<file path="config.mk">
export PLATFORM = sky130hd
export DESIGN_NAME = mem_arbiter
export DESIGN_NICKNAME = d
export VERILOG_FILES = /design/src/rtl/mem_arbiter.sv
export SDC_FILE = /design/constraint.sdc
export NUM_CORES = 1
export LEC_CHECK = 0
export ABC_AREA = 1
export CORE_UTILIZATION = 45
export CTS_CLUSTER_DIAMETER = 120
export DETAILED_ROUTE_END_ITERATION = 16
export DONT_BUFFER_PORTS = 1
export PLACE_DENSITY = 0.59
export SETUP_SLACK_MARGIN = 0.05
export SLEW_MARGIN = 30
export SYNTH_ARGS = -nofsm -noshare
export SYNTH_HDL_FRONTEND = slang
export SYNTH_SLANG_ARGS = --single-unit
export TNS_END_PERCENT = 100
</file>
<file path="constraint.sdc">
create_clock -name clk -period 2 [get_ports clk]
set_input_delay 0.2 -clock clk [delete_from_list [all_inputs] [get_ports clk]]
set_output_delay 0.2 -clock clk [all_outputs]
set_load 0.01 [all_outputs]
</file>
<file path="src/rtl/mem_arbiter.sv">
// Byte-serial sequencer sharing the 8-bit RAM/IO bus between instruction fetch and MEM.
// Each granted transaction is expanded into 1/2/4 bus beats; read bytes assemble little-endian.
module mem_arbiter #(
   parameter int ADDR_W = 32
) (
   input  logic              clk,
   input  logic              rst,
   input  logic              rdy,
   input  logic              if_req,
   input  logic [ADDR_W-1:0] if_addr,
   input  logic              if_flush,
   output logic              if_done,
   output logic [31:0]       if_data,
   input  logic              mem_req,
   input  logic              mem_wr_en,
   input  logic [ADDR_W-1:0] mem_addr,
   input  logic [1:0]        mem_len,
   input  logic [31:0]       mem_wdata,
   output logic              mem_done,
   output logic [31:0]       mem_rdata,
   input  logic [7:0]        ram_din,
   output logic [7:0]        ram_dout,
   output logic [ADDR_W-1:0] ram_a,
   output logic              ram_wr,
   output logic              busy
);

   typedef enum logic [1:0] {IDLE, READ, WRITE, FINISH} state_t;

   state_t            state_q, state_d;
   logic              owner_if_q;
   logic              write_q;
   logic [ADDR_W-1:0] addr_q;
   logic [1:0]        len_m1_q;
   logic [31:0]       wdata_q;
   logic [2:0]        beat_cnt_q;
   logic [2:0]        cap_cnt_q;
   logic              pend_q;
   logic [31:0]       data_q;
   logic              wr_reg;
   logic [ADDR_W-1:0] ram_a_q;
   logic [7:0]        ram_dout_q;
   logic [31:0]       if_data_q;
   logic [31:0]       mem_rdata_q;

   logic        grant;
   logic        beat_fire;
   logic        last_beat;
   logic        cap_last;
   logic        flush_cancel;
   logic [1:0]  len_sel;
   logic [2:0]  len_full;
   logic [2:0]  next_beat;
   logic [31:0] data_next;

   assign len_full     = {1'b0, len_m1_q} + 3'd1;
   assign next_beat    = beat_cnt_q + 3'd1;
   assign grant        = (state_q == IDLE) && rdy && (mem_req || (if_req && !if_flush));
   assign len_sel      = mem_req ? (mem_len[1] ? 2'd3 : {1'b0, mem_len[0]}) : 2'd3;
   assign beat_fire    = rdy && ((state_q == READ) || (state_q == WRITE)) && (beat_cnt_q < len_full);
   assign last_beat    = (beat_cnt_q == {1'b0, len_m1_q});
   // Last byte is either being captured now or already captured while rdy was low.
   assign cap_last     = (pend_q && (cap_cnt_q == {1'b0, len_m1_q})) || (cap_cnt_q == len_full);
   assign flush_cancel = (state_q == READ) && owner_if_q && if_flush;

   always_comb begin
      data_next = data_q;
      if (pend_q) data_next[8*cap_cnt_q[1:0] +: 8] = ram_din;
   end

   always_ff @(posedge clk) begin
      if (rst) state_q <= IDLE;
      else     state_q <= state_d;
   end

   always_comb begin
      state_d = state_q;
      case (state_q)
         IDLE:   if (grant) state_d = (mem_req && mem_wr_en) ? WRITE : READ;
         READ: begin
            if (flush_cancel)          state_d = IDLE;
            else if (rdy && cap_last)  state_d = FINISH;
         end
         WRITE:  if (beat_fire && last_beat) state_d = FINISH;
         FINISH: state_d = IDLE;
         default: state_d = IDLE;
      endcase
   end

   always_comb begin
      if_done   = (state_q == FINISH) && owner_if_q && !if_flush;
      mem_done  = (state_q == FINISH) && !owner_if_q;
      ram_wr    = wr_reg && rdy;
      busy      = (state_q != IDLE);
      ram_a     = ram_a_q;
      ram_dout  = ram_dout_q;
      if_data   = if_data_q;
      mem_rdata = mem_rdata_q;
   end

   always_ff @(posedge clk) begin
      if (rst) begin
         owner_if_q  <= 1'b0;
         write_q     <= 1'b0;
         addr_q      <= '0;
         len_m1_q    <= 2'd0;
         wdata_q     <= 32'd0;
         beat_cnt_q  <= 3'd0;
         cap_cnt_q   <= 3'd0;
         pend_q      <= 1'b0;
         data_q      <= 32'd0;
         wr_reg      <= 1'b0;
         ram_a_q     <= '0;
         ram_dout_q  <= 8'd0;
         if_data_q   <= 32'd0;
         mem_rdata_q <= 32'd0;
      end else if (grant) begin
         owner_if_q <= !mem_req;
         write_q    <= mem_req && mem_wr_en;
         addr_q     <= mem_req ? mem_addr : if_addr;
         len_m1_q   <= len_sel;
         wdata_q    <= mem_wdata;
         beat_cnt_q <= 3'd0;
         cap_cnt_q  <= 3'd0;
         pend_q     <= 1'b0;
         data_q     <= 32'd0;
         wr_reg     <= mem_req && mem_wr_en;
         ram_a_q    <= mem_req ? mem_addr : if_addr;
         if (mem_req && mem_wr_en) ram_dout_q <= mem_wdata[7:0];
      end else begin
         pend_q <= (state_q == READ) && beat_fire && !flush_cancel;
         if (beat_fire) begin
            beat_cnt_q <= next_beat;
            if (next_beat < len_full) begin
               ram_a_q <= addr_q + ADDR_W'(next_beat);
               if (write_q) ram_dout_q <= wdata_q[8*next_beat[1:0] +: 8];
            end else begin
               // Park the bus off the last address so an IO byte is never re-read.
               ram_a_q <= '0;
               wr_reg  <= 1'b0;
            end
         end
         if ((state_q == READ) && pend_q && !flush_cancel) begin
            data_q    <= data_next;
            cap_cnt_q <= cap_cnt_q + 3'd1;
         end
         if ((state_q == READ) && rdy && cap_last && !flush_cancel) begin
            if (owner_if_q) if_data_q   <= data_next;
            else            mem_rdata_q <= data_next;
         end
         if (flush_cancel) ram_a_q <= '0;
      end
   end

endmodule

</file>
Word-level counts from Yosys, hierarchy flattened
Index checks and enable logic that the tools add are counted.

word-level totals
  bits in registers = 214
  bits of input ports = 113
  output and inout port bits = 108
  logic and storage cells = 102

operators by class
  $add $sub $neg = 5
  $lt $le $gt $ge = 2
  eq/ne operators = 11
  shifts and indexed selects = 3
  muxes and demuxes = 23
  bitwise gates (word level) = 2
  reductions and logical operators = 41

operators by type and width
  operator                 count
  $mux 32                  6
  $mux 8                   5
  $neg 5->34               1
  $shift 8x34->32 const A  1
  $shiftx 8x34->32         1
  $add 32x3->32            1
  $bwmux 32                1
  $shiftx 32x6->8          1
  $logic_and 1x1->1        22
  $mux 2                   7
  $reduce_and 3->1         3
  $pmux 2 s4               1
  $reduce_bool 2->1        4
  $add 3x1->3 const B      2
  $eq 3x2->1               2
  $lt 3x3->1               2
  $eq 2x2->1 const B       2
  $logic_not 1->1          4
  $ne 2x1->1 const B       2
  $ne 2x2->1 const B       2
  $reduce_and 4->1         1
  $add 2x1->3 const B      1
  $eq 3x3->1               1
  $logic_or 1x1->1         3
  other kinds (8)          11

Longest topological paths before layout
Gate-level depths: netlist of the first run.

  depth after elaboration = 7
  gate-level depth with buffers = 13
  gate-level depth less buffers = 12

Least setup slack after synthesis of the first run
Ideal clock, no wire load.

  path kind = register to register
  start = register beat_cnt_q[0]
  end = register ram_a_q[30], in the netlist ram_a[30]
  library setup time = 0.070 ns
  arrival time = 1.967 ns
  required time = 1.930 ns
  path slack = -0.036 ns
  stages on the path, launching flop included = 13
  path buffers = 1
  clock period less this slack = 2.036 ns
  cell sequence = dfxtp_1 > inv_1 > clkbuf_1 > ha_1 > fa_1 > nand2_1 > a21oi_2 > nand2_1 > nor2_1 > nand2_1 > nand2_1 > nand3_1 > a21oi_1

between the ends
  cells in the longest elaborated chain, start to end = 6
  elaborated cells on any way between the ends = 10
  those cells by class = 2 x add/sub; 2 x order compare; 4 x mux; 2 x reduce/logical

ends and longest elaborated chain
  element                                             RTL line  text
  start, declared                                     36        logic [2:0] beat_cnt_q;
  start signal, assigned                              133       beat_cnt_q <= next_beat;
  $add 3x1->3 *                                       57        assign next_beat = beat_cnt_q + 3'd1;
  net next_beat[0]                                    53        logic [2:0] next_beat;
  $add 32x3->32 / $lt 3x3->1 (equally long branches)  135, 134
  $mux 32 *                                           134       if (next_beat < len_full) begin
  $mux 32 *                                           132       if (beat_fire) begin
  $mux 32 *                                           151       if (flush_cancel) ram_a_q <= '0;
  $mux 32 *                                           117       end else if (grant) begin
  end signal, assigned                                128       ram_a_q <= mem_req ? mem_addr : if_addr;
  end signal, assigned                                135       ram_a_q <= addr_q + ADDR_W'(next_beat);
  end, declared                                       41        logic [ADDR_W-1:0] ram_a_q;

The timed path passes the listed nets; every way through them passes the cells marked *. The select of a mux whose other input is x is not followed.
A chain may end at the register's enable or synchronous reset.

Worst setup path after layout of the first run
  start = register beat_cnt_q[0]
  end = register ram_a_q[5], in the netlist ram_a[5]

Same word-level chain as after synthesis.

==> implementation parameters, run 1 <==
Parameter                              Value

Placement
  Number of placed instances with taps included    1952
  DP Wirelength    between 20000 and 25000 µm
  Place WS    -0.141 ns
  PortBufs    0
  Placer congestion estimate    around 0.91

Synthesis
  #FFs+latches synth    ~210
  Count of cell types in the netlist    38
  Sequential share of the synthesized area    0.396
  Syn Nets    1786
  Yosys warning total    0
  Prevailing post-synth register cell    sky130_fd_sc_hd__dfxtp_1
  Combined area of all synthesized cells    10800 µm²
  Synthesized area per cell    6.56 µm²
  Fraction of registers with async set/reset    0
  Number of cells produced by synthesis    1651
  Number of synthesized flops with an enable pin    0

Global route
  Initial antenna violation count    0
  Total congestion overflow    0
  Maximum number of pins on one net before global-route repair    between 40 and 50
  Number of global-route vias before repair    about 9.8k
  Total global routing track utilization    0.252
  Wire length of the first global-routing pass    approximately 50000 µm

Timing
  Final slew viol count    0
  Final setup viols    10
  Max_slew headroom    0.607
  Slew at the pin closest to its max-slew limit    between 0.5 and 0.6 ns
  Min Clock Period, post-route    2.03 ns
  Post-route clock skew    between 0.01 and 0.015 ns
  Unrepaired setup endpoints after global routing    yes
  PnR worst setup slack    -0.0341 ns
  Maximum achievable frequency    492 MHz
  Worst Hold Margin    0.0328 ns
  Post-Route Setup TNS    -0.136 ns
  Share of the clock period used by the worst path after layout    1.02
  Hold Fails Final Rpt    0

Worst setup path
  CP max-delay cell    sky130_fd_sc_hd__dfxtp_2
  Setup slack, reg-to-reg    -0.03 ns
  Arrival @ worst endpoint    around 2.5 ns
  Peak per-stage delay on the critical path    roughly 0.34 ns
  Cells along the critical path    ha_4 > xor2_4 > ha_4 > nand3_1 > nand3_4 > nand2_2 > buf_4 > xnor2_1 > nand2_4 > a31oi_4
  FF-to-FF End    ram_a[5]$_SDFFE_PP0P_
  Worst EP required    ~2.4 ns
  Startpoint type of the worst setup path    flop
  Worst reg2reg path depth    10
  Most repeated library cell on the critical path    sky130_fd_sc_hd__ha_4
  Highest net fanout along the worst path    4
  Launching point of the worst reg2reg path    beat_cnt_q[0]$_SDFFE_PP0P_
  Kind of capture point of the worst setup path    flop
  Worst Setup Path Type    flop to flop

Route
  Residual DRC count    0
  Number of optimization iterations in the first detailed-route pass    5
  Via total after detailed routing    ~11k
  Antenna Violating Nets Remaining    0
  Average routed wire per standard cell    roughly 16 µm
  WL final    between 30000 and 40000 µm
  Routed vias/inst    about 5
  First-iteration detailed-routing DRC count    around 770

Floorplanning
  Starting utilization of the core area    0.460
  Die span in x    ~160 µm
  Count of pins on the block boundary    221
  Total Die Area    approximately 25000 µm²
  Standard cell core area    between 20000 and 25000 µm²
  Chip Height    157 µm
  Row Count    56

Worst hold path
  Hold Startpoint    rdy
  Cell depth of the worst hold path    4
  Path category of the worst min-delay check    input port to flop
  WHS Endpoint    beat_cnt_q[0]$_SDFFE_PP0P_

Cells and area
  Combined area of the multi-input logic cells    between 5000 and 6000 µm²
  Most common cell after layout, fill and taps aside    sky130_fd_sc_hd__nand2_1
  Register Area    4290 µm²
  Layout Nets    approximately 1.9k
  Leading cell types in the layout, fill and taps excluded    sky130_fd_sc_hd__nand2_1, sky130_fd_sc_hd__nor2_1, sky130_fd_sc_hd__dfxtp_1
  Layout area overhead    30.6%
  Total inserted antenna cells    0
  Final cell count without fillers    ~2.1k
  Number of fill cells    roughly 2.2k
  Post-layout util    0.601
  Share of cells above drive strength 1    0.150

Clocking
  Number of H-tree levels    1
  Clock tree from TritonCTS    done
  Number of clock sinks seen by CTS    214
  Worst-skew pair later-pin latency    0.52 ns
  Clock slew at the register clock pins of the worst setup and hold paths    0.06 ns
  Cell at the root of the clock tree    sky130_fd_sc_hd__clkbuf_16
  Clock buffers created by TritonCTS    25
  Maximum buffer depth of the clock tree    3

Outcome
  Run status    finished, violations left
  Failing checks    setup timing

Power
  Static power due to leakage    ~6.6 nW
  Pwr/cell area    1080 nW/µm²
  Highest ir drop seen on vdd    about 0.75 mV

Job
  Reported max-cap violation count    0
## layout make-up
| type | instances | share of cell area |
|---|---|---|
| multi-input combinational | 1146 | 0.409 |
| inverter | 214 | 0.0580 |
| clock buffer | 32 | 0.0504 |
| clock inverter | 13 | 0.0138 |
| tap | 319 | 0.0282 |
| timing repair buffer | 185 | 0.137 |
| sequential | 214 | 0.304 |
## metal layers
metal,share of wire,track usage,wire [µm],vias to the layer above
met5,0,0,0,-
li1,-,-,-,5439
met1,0.44,0.325,14500,4832
met4,0.015,0.0578,506,0
met2,0.48,0.436,16000,304
met3,0.069,0.0465,2290,41
## worst max-delay path by stage
stage | from | to | depth (start not counted)
floorplan | beat_cnt_q[0]$_SDFFE_PP0P_ | ram_dout[1]$_SDFFE_PP0P_ | 11
global placement | beat_cnt_q[1]$_SDFFE_PP0P_ | ram_a[28]$_SDFFE_PP0P_ | 11
detailed placement | beat_cnt_q[1]$_SDFFE_PP0P_ | ram_a[28]$_SDFFE_PP0P_ | 11
CTS | beat_cnt_q[1]$_SDFFE_PP0P_ | ram_a[5]$_SDFFE_PP0P_ | 10
global route | beat_cnt_q[0]$_SDFFE_PP0P_ | ram_a[5]$_SDFFE_PP0P_ | 10
finish | beat_cnt_q[0]$_SDFFE_PP0P_ | ram_a[5]$_SDFFE_PP0P_ | 10
## metrics by stage
| step | power, mW | area [µm²] |
|---|---|---|
| 3_5_place_dp | 8.98 | 11400 |
| 6_report | 15.3 | 14100 |
| 3_3_place_gp | 8.95 | 11400 |
| 2_1_floorplan | 7.83 | 10800 |
| 5_1_grt | 16.1 | 14100 |
| 4_1_cts | 14.4 | 13500 |
## synthesized netlist by cell type, types with 2 or more instances
cell type,number,area (µm²)
sky130_fd_sc_hd__nand3_4,4,70.1
sky130_fd_sc_hd__dfxtp_1,214,4280
sky130_fd_sc_hd__xor2_1,6,52.6
sky130_fd_sc_hd__nand4_4,2,42.5
sky130_fd_sc_hd__clkinv_1,3,11.3
sky130_fd_sc_hd__nor2_2,4,25.0
sky130_fd_sc_hd__nand4_1,9,56.3
sky130_fd_sc_hd__buf_4,4,30.0
sky130_fd_sc_hd__a211oi_1,13,97.6
sky130_fd_sc_hd__o31ai_1,2,15.0
sky130_fd_sc_hd__nand2_1,484,1820
sky130_fd_sc_hd__buf_2,38,190
sky130_fd_sc_hd__nor2_1,271,1020
sky130_fd_sc_hd__ha_1,21,263
sky130_fd_sc_hd__nand2_2,7,43.8
sky130_fd_sc_hd__clkbuf_1,27,101
sky130_fd_sc_hd__buf_6,11,124
sky130_fd_sc_hd__inv_1,183,687
sky130_fd_sc_hd__inv_2,25,93.8
sky130_fd_sc_hd__xnor2_1,2,17.5
sky130_fd_sc_hd__a31oi_1,7,43.8
sky130_fd_sc_hd__o21ai_0,71,355
sky130_fd_sc_hd__o22a_1,3,26.3
sky130_fd_sc_hd__a21oi_1,73,365
sky130_fd_sc_hd__o22ai_1,47,294
sky130_fd_sc_hd__o21a_1,17,128
sky130_fd_sc_hd__inv_4,3,18.8
sky130_fd_sc_hd__nor3_1,3,15.0
sky130_fd_sc_hd__o21ai_1,35,175
sky130_fd_sc_hd__nand3_1,51,255
sky130_fd_sc_hd__nor2_4,4,45.0
## power breakdown
part           leakage, nW  switching, mW  internal, mW
logic                 4.44           2.70          2.02
clock network        0.447           1.88          3.15
registers             1.74          0.665          4.87
total                 6.63           5.25          10.0
## worst max-delay path: cells and delay by family (launching register included)
kind	cells	cell delay (ns)
xor gates and xnor gates	2	0.39
AOI/OAI and AO/OA	1	0.18
buffers and inverters	1	0.14
DFF	1	0.34
adders and majority gates	2	0.48
and+or+nand+nor	4	0.44
## kinds of logic after synthesis
kind of cell | after synthesis | synth area share
AO/OA/AOI/OAI | 270 | 0.140
buffers and inverters | 294 | 0.116
adder cells (fa/ha/maj) | 22 | 0.0261
XOR/XNOR | 8 | 0.00647
AND/OR/NAND/NOR | 843 | 0.316
flip-flops | 214 | 0.396
## timing repair
item | 4_1_cts | 5_1_grt
setup endpoints to repair | 42 | 119
cloned | 1 | 11
setup buffers | 6 | 13
hold endpoints to repair | 81 | 0
pin swaps | 11 | 34
hold buffers | 95 | 0
gates resized for setup | 31 | 81
No activity file was read; power rests on OpenSTA's default activity.
==> run 2: changes to the inputs <==
--- a/config.mk
+++ b/config.mk
@@ -6,11 +6,13 @@
 export NUM_CORES = 1
 export LEC_CHECK = 0
 export ABC_AREA = 1
-export CORE_UTILIZATION = 45
+export CELL_PAD_IN_SITES_DETAIL_PLACEMENT = 2
+export CELL_PAD_IN_SITES_GLOBAL_PLACEMENT = 2
+export CORE_UTILIZATION = 31
 export CTS_CLUSTER_DIAMETER = 120
 export DETAILED_ROUTE_END_ITERATION = 16
 export DONT_BUFFER_PORTS = 1
-export PLACE_DENSITY = 0.59
+export PLACE_DENSITY = 0.73
 export SETUP_SLACK_MARGIN = 0.05
 export SLEW_MARGIN = 30
 export SYNTH_ARGS = -nofsm -noshare
==> run 2 against run 1 <==
The run still ends with setup timing left. Power grew 2.3%. Final cell count grew 6.1%. Setup slack lost 0.074 ns. Non-clock buffer count shrank 7. First-iteration DRC count shrank 51%. Combinational power grew 11%. Hold slack gained 0.0043 ns. Flip-flop and latch count is the same. Wire length grew 31%. Utilization shrank 18 points. Maximum frequency shrank 3.5%. Largest power group unchanged.
==> implementation parameters, run 2 (synthesis results as in run 1) <==
Parameter                              Value

Clocking
  Cell at the root of the clock tree    sky130_fd_sc_hd__clkbuf_16
  Clock slew at the register clock pins of the worst setup and hold paths    0.06 ns (about the same)
  Clock tree from TritonCTS    done
  Number of H-tree levels    1 (unchanged)
  Number of clock sinks seen by CTS    214 (unchanged)
  Maximum buffer depth of the clock tree    3 (unchanged)
  Worst-skew pair later-pin latency    0.54 ns (+0.02 ns)
  Clock buffers created by TritonCTS    27 (+8.0%)

Cells and area
  Layout area overhead    32.8%
  Leading cell types in the layout, fill and taps excluded    sky130_fd_sc_hd__nand2_1, sky130_fd_sc_hd__nor2_1, sky130_fd_sc_hd__dfxtp_1
  Layout Nets    1914 (-0.36%)
  Final cell count without fillers    2252 (+6.1%)
  Cell area after layout    14400 µm² (+1.7%)
  Total inserted antenna cells    0 (unchanged)
  Most common cell after layout, fill and taps aside    sky130_fd_sc_hd__nand2_1
  Share of cells above drive strength 1    0.161 (+0.0112)

Route
  Routed vias/inst    5.02 (+0.29%)
  Antenna Violating Nets Remaining    0 (unchanged)
  Residual DRC count    0 (unchanged)
  Via total after detailed routing    11.3k (+6.4%)
  First-iteration detailed-routing DRC count    377 (-51%)
  Average routed wire per standard cell    19.4 µm (+24%)
  WL final    43800 µm (+31%)
  Number of optimization iterations in the first detailed-route pass    4 (-1)

Worst hold path
  Cell depth of the worst hold path    4 (unchanged)
  Path category of the worst min-delay check    input port to flop
  WHS Endpoint    addr_q[17]$_SDFFE_PP0P_
  Hold Startpoint    if_addr[17]

Job
  Reported max-cap violation count    0 (unchanged)

Global route
  Wire length of the first global-routing pass    67900 µm (+37%)
  Initial antenna violation count    0 (unchanged)
  Total global routing track utilization    0.239 (-0.0137)
  Maximum number of pins on one net before global-route repair    55 (+28%)
  Number of global-route vias before repair    12.4k (+27%)
  Total congestion overflow    0 (unchanged)

Timing
  Maximum achievable frequency    474 MHz (-3.5%)
  Final setup viols    36 (+26)
  Min Clock Period, post-route    2.11 ns (+0.0735 ns)
  Max_slew headroom    0.563 (-0.0438)
  Final slew viol count    0 (unchanged)
  Post-Route Setup TNS    -1.68 ns (-1.54 ns)
  Unrepaired setup endpoints after global routing    yes
  Slew at the pin closest to its max-slew limit    0.655 ns (+0.0657 ns)
  Hold Fails Final Rpt    0 (unchanged)
  PnR worst setup slack    -0.108 ns (-0.0735 ns)
  Share of the clock period used by the worst path after layout    1.05 (+0.0368)
  Post-route clock skew    0.0101 ns (-0.00117 ns)

Placement
  Placed Area    11500 µm² (+1.0%)
  Placer congestion estimate    0.815 (-10%)
  PortBufs    0 (unchanged)
  DP Wirelength    27600 µm (+31%)
  Number of placed instances with taps included    2086 (+6.9%)

Worst setup path
  Peak per-stage delay on the critical path    0.33 ns (about the same)
  CP max-delay cell    sky130_fd_sc_hd__dfxtp_2
  Highest net fanout along the worst path    7 (+3)
  Launching point of the worst reg2reg path    len_m1_q[0]$_SDFFE_PP0P_
  Worst reg2reg path depth    12 (+2)
  Arrival @ worst endpoint    2.53 ns (+0.06 ns)
  Most repeated library cell on the critical path    sky130_fd_sc_hd__ha_4
  FF-to-FF End    ram_a[19]$_SDFFE_PP0P_
  Setup slack, reg-to-reg    -0.11 ns (-0.07 ns)
  Startpoint type of the worst setup path    flop
  Worst Setup Path Type    flop to flop
  Worst EP required    2.42 ns (-0.02 ns)
  Cells along the critical path    ha_4 > inv_4 > ha_4 > inv_2 > o21bai_1 > nand2_1 > nand2_2 > nand3_4 > buf_12 > buf_16 > o21ai_1 > a21oi_1
  Kind of capture point of the worst setup path    flop

Power
  Reg power frac    0.359 (-0.003)
  Combinational power share    0.336 (+0.027)
  Design internal power    9.86 mW (-1.8%)
  P_sw    5.78 mW (+10%)
  Highest ir drop seen on vdd    0.645 mV (-14%)
  Clock network fraction of total power    0.304 (-0.025)
  Sw frac    0.370 (+0.0262)
  Pwr/cell area    1090 nW/µm² (+0.61%)
  Static power due to leakage    6.57 nW (-0.87%)
  Total power draw    15.6 mW (+2.3%)

Floorplanning
  Die span in x    189 µm (+20%)
  Count of pins on the block boundary    221 (unchanged)
  Starting utilization of the core area    0.314 (-0.146)
  Row Count    68 (+21%)
  Standard cell core area    34500 µm² (+46%)
  Total Die Area    35700 µm² (+45%)
  Chip Height    189 µm (+20%)

Outcome
  Failing checks    setup timing
  Run status    finished, violations left
[run 2: changes by cell type in the layout (fill, tap and decap cells not counted), sizes merged, moves of 2 or more]
cell	delta
inv	+2
clkbuf	+3
dlygate4sd3	-2
bufinv	-4
clkinv	-4
[run 2: layout make-up]
type / instances / area (µm²)
fill: 4000 / 20100
multi-input combinational: 1144 / 5890
sequential: 214 / 4290
timing repair buffer: 178 / 1970
inverter: 214 / 823
clock buffer: 41 / 778
tap: 455 / 569
clock inverter: 6 / 61.3
[run 2: worst max path at each step]
stage	from	cells past startpoint	slack [ns]	to
after global routing	len_m1_q[0]$_SDFFE_PP0P_	13	-0.16	ram_a[10]$_SDFFE_PP0P_
final	len_m1_q[0]$_SDFFE_PP0P_	12	-0.11	ram_a[19]$_SDFFE_PP0P_
after global placement	beat_cnt_q[1]$_SDFFE_PP0P_	11	-0.13	ram_a[28]$_SDFFE_PP0P_
after CTS	beat_cnt_q[1]$_SDFFE_PP0P_	12	-0.11	ram_dout[7]$_SDFFE_PP0P_
after detailed placement	beat_cnt_q[1]$_SDFFE_PP0P_	11	-0.22	ram_a[28]$_SDFFE_PP0P_
after floorplan	beat_cnt_q[0]$_SDFFE_PP0P_	11	0.06	ram_dout[1]$_SDFFE_PP0P_
[run 2: power groups by stage]
stage	sequential, mW	combinational, mW	clock [mW]
after floorplan	5.41	2.42	0
after global placement	5.62	3.41	0
after detailed placement	5.62	3.54	0
after CTS	5.58	4.78	4.89
after global routing	5.69	5.67	5.09
final	5.62	5.26	4.76
[run 2: routing by layer]
metal  global-route usage  share of wire  vias up  routed length [µm]
met5                    0              0        -                   0
met4               0.0496          0.016        0                 701
met3               0.0447          0.046       46                2000
met2                0.444           0.51      210               22500
met1                0.282           0.43     5609               18600
li1                     -              -     5429                   -
[run 2: critical path: cells and delay by family, from the launching register on]
family	cells	cell delay [ns]
simple gates	3	0.35
flops	1	0.33
buf+inv	4	0.39
fa+ha+maj	2	0.53
compound gates	3	0.39
[run 2: metrics by stage]
step | setup slack (ns) | utilization | hold slack, ns
finish | -0.108 | 0.417 | 0.0370
global route | -0.158 | 0.417 | 0.0435
CTS | -0.111 | 0.405 | 0.000421
detailed placement | -0.224 | 0.335 | 0.282
global placement | -0.126 | 0.335 | 0.277
floorplan | 0.0649 | - | 0.359
[run 2: what timing repair did]
item | 4_1_cts | 5_1_grt
gates resized for setup | 87 | 81
buffers inserted | 12 | 8
endpoints found under the setup margin | 43 | 132
hold buffers | 93 | 0
gates cloned | 6 | 1
pin swaps | 20 | 27
hold endpoints to repair | 84 | 0
==> run 3: changes to the inputs <==
--- a/config.mk
+++ b/config.mk
@@ -12,7 +12,8 @@
 export CTS_CLUSTER_DIAMETER = 120
 export DETAILED_ROUTE_END_ITERATION = 16
 export DONT_BUFFER_PORTS = 1
-export PLACE_DENSITY = 0.73
+export MAX_ROUTING_LAYER = met4
+export PLACE_DENSITY_LB_ADDON = 0.1
 export SETUP_SLACK_MARGIN = 0.05
 export SLEW_MARGIN = 30
 export SYNTH_ARGS = -nofsm -noshare
==> run 3 against run 2 <==
The flow still finishes with violations (setup timing). Power grew 8.9%. First-iteration DRC count shrank 9.3%. Sequential share of layout area shrank 1.1 points. Setup slack lost 0.055 ns. Sequential power is essentially flat. Non-clock buffer count grew 15. Flip-flop and latch count is the same. Register-to-register slack lost 0.05 ns. Die area is the same. Clock power grew 18%. Critical path type unchanged. Highest routed layer unchanged.
==> implementation parameters, run 3 (synthesis results as in run 1) <==
Parameter                              Value

Cells and area
  Most common cell after layout, fill and taps aside    sky130_fd_sc_hd__nand2_1
  Share of cells above drive strength 1    0.182 (+0.0208)
  Leading cell types in the layout, fill and taps excluded    sky130_fd_sc_hd__nand2_1, sky130_fd_sc_hd__nor2_1, sky130_fd_sc_hd__dfxtp_1
  Layout Nets    1930 (+0.84%)
  Post-layout util    0.434 (+0.0164)
  Layout area overhead    38.0%

Power
  Pwr/cell area    1140 nW/µm² (+4.8%)
  Static power due to leakage    6.84 nW (+4.0%)
  Highest ir drop seen on vdd    0.632 mV (-2.1%)
  Total power draw    17.0 mW (+8.9%)

Placement
  DP Wirelength    27300 µm (-1.1%)
  PortBufs    0 (unchanged)
  Placer congestion estimate    0.827 (+1.5%)

Route
  Number of optimization iterations in the first detailed-route pass    4 (unchanged)
  Routed vias/inst    5.02 (about the same)
  First-iteration detailed-routing DRC count    342 (-9.3%)
  Antenna Violating Nets Remaining    0 (unchanged)
  Residual DRC count    0 (unchanged)
  WL final    46000 µm (+5.1%)
  Average routed wire per standard cell    20.2 µm (+4.1%)
  Via total after detailed routing    11.4k (+1.0%)

Worst setup path
  Worst EP required    2.43 ns (about the same)
  Worst Setup Path Type    flop to flop
  Arrival @ worst endpoint    2.59 ns (+0.06 ns)
  Startpoint type of the worst setup path    flop
  Highest net fanout along the worst path    6 (-1)
  Kind of capture point of the worst setup path    flop

Clocking
  Number of clock sinks seen by CTS    214 (unchanged)
  Maximum buffer depth of the clock tree    3 (unchanged)
  Worst-skew pair later-pin latency    0.56 ns (+0.02 ns)
  Number of H-tree levels    1 (unchanged)
  Cell at the root of the clock tree    sky130_fd_sc_hd__clkbuf_16
  Clock buffers created by TritonCTS    28 (+3.7%)
  Clock slew at the register clock pins of the worst setup and hold paths    0.06 ns (about the same)
  Clock tree from TritonCTS    done

Floorplanning
  Total Die Area    35700 µm² (unchanged)
  Count of pins on the block boundary    221 (unchanged)
  Die span in x    189 µm (unchanged)
  Chip Height    189 µm (unchanged)
  Standard cell core area    34500 µm² (unchanged)
  Starting utilization of the core area    0.314 (unchanged)
  Row Count    68 (unchanged)

Global route
  Total congestion overflow    0 (unchanged)
  Initial antenna violation count    0 (unchanged)
  Wire length of the first global-routing pass    69400 µm (+2.2%)
  Maximum number of pins on one net before global-route repair    65 (+18%)
  Number of global-route vias before repair    12.6k (+1.4%)
  Total global routing track utilization    0.253 (+0.0141)

Timing
  Final setup viols    44 (+22%)
  Share of the clock period used by the worst path after layout    1.08 (+0.0273)
  Unrepaired setup endpoints after global routing    yes
  PnR worst setup slack    -0.162 ns (-0.0546 ns)
  Worst Hold Margin    0.0136 ns (-0.0235 ns)
  Post-route clock skew    0.0205 ns (+0.0104 ns)
  Slew at the pin closest to its max-slew limit    0.584 ns (-0.0710 ns)
  Hold Fails Final Rpt    0 (unchanged)
  Min Clock Period, post-route    2.16 ns (+0.0546 ns)
  Max_slew headroom    0.609 (+0.0460)
  Maximum achievable frequency    462 MHz (-2.5%)
  Final slew viol count    0 (unchanged)

Worst hold path
  Path category of the worst min-delay check    input port to flop

Job
  Reported max-cap violation count    0 (unchanged)

Outcome
  Failing checks    setup timing
  Run status    finished, violations left
==> run 3: changes by cell type in the layout (fill, tap and decap cells not counted), moves of 5 or more <==
cell                            previous run  this run
sky130_fd_sc_hd__clkbuf_1                  9         2
sky130_fd_sc_hd__nand3_1                  42        35
sky130_fd_sc_hd__o21ai_1                  19        14
sky130_fd_sc_hd__dlygate4sd3_1            91        96
sky130_fd_sc_hd__nand3_2                   9        15
==> run 3: final cells by class <==
cell class              count  area [µm²]
diodes                      1        2.50
clock buffers              38         818
clock inverters            14         220
fillers                  3954       19500
inverters                 214         827
multi-input cells        1144        6010
flip-flops and latches    214        4290
well taps                 455         569
repair buffers            193        2210
==> run 3: worst max-delay path, stage by stage (launching register included) <==
cell                       delay (ns)
sky130_fd_sc_hd__dfxtp_2         0.33
sky130_fd_sc_hd__ha_4            0.28
sky130_fd_sc_hd__inv_4           0.04
sky130_fd_sc_hd__ha_4            0.26
sky130_fd_sc_hd__inv_2           0.03
sky130_fd_sc_hd__o21bai_1        0.21
sky130_fd_sc_hd__nand2_2         0.12
sky130_fd_sc_hd__nand2_4         0.10
sky130_fd_sc_hd__nand3_4         0.15
sky130_fd_sc_hd__buf_12          0.19
sky130_fd_sc_hd__buf_16          0.14
sky130_fd_sc_hd__o21ai_2         0.11
sky130_fd_sc_hd__a21oi_1         0.06
==> run 3: layer usage <==
metal  global-route usage  vias to the layer above  share of wire
met5                    -                        -              0
met4               0.0667                        0          0.029
met3               0.0395                       79          0.041
met2                0.458                      230           0.51
met1                0.287                     5628           0.42
li1                     -                     5472              -
==> run 3: power by group <==
part	switching [mW]	internal, mW
Combinational	3.25	2.54
Clock	2.12	3.52
Sequential	0.753	4.87
Total	6.12	10.9
==> run 3: worst paths after layout <==
kind / cells after the start / end / slack (ns) / from
setup / recovery: 12 / ram_a[14]$_SDFFE_PP0P_ / -0.16 / len_m1_q[0]$_SDFFE_PP0P_
hold / removal: 3 / ram_a[5]$_SDFFE_PP0P_ / 0.01 / rst
setup reg to reg: 12 / ram_a[14]$_SDFFE_PP0P_ / -0.16 / len_m1_q[0]$_SDFFE_PP0P_
hold reg to reg: 2 / data_q[14]$_SDFFE_PP0P_ / 0.46 / data_q[14]$_SDFFE_PP0P_
==> run 3: what timing repair did <==
item | in CTS | in global routing
cloned | 9 | 4
pin swaps | 33 | 26
endpoints found under the hold margin | 88 | 0
hold buffers | 98 | 0
setup endpoints to repair | 54 | 132
resized for setup | 106 | 76
setup buffers | 17 | 8
==> run 3: through the flow <==
stage | cell area, µm² | std cells | worst slack (ns) | setup TNS [ns]
3_5_place_dp | 11600 | 2085 | -0.256 | -7.91
2_1_floorplan | 10800 | 1651 | 0.0649 | 0
3_3_place_gp | 11600 | 2085 | -0.162 | -3.82
5_1_grt | 14900 | 2272 | -0.255 | -9.26
4_1_cts | 14500 | 2261 | -0.0878 | -1.45
6_report | 14900 | 2273 | -0.162 | -4.69
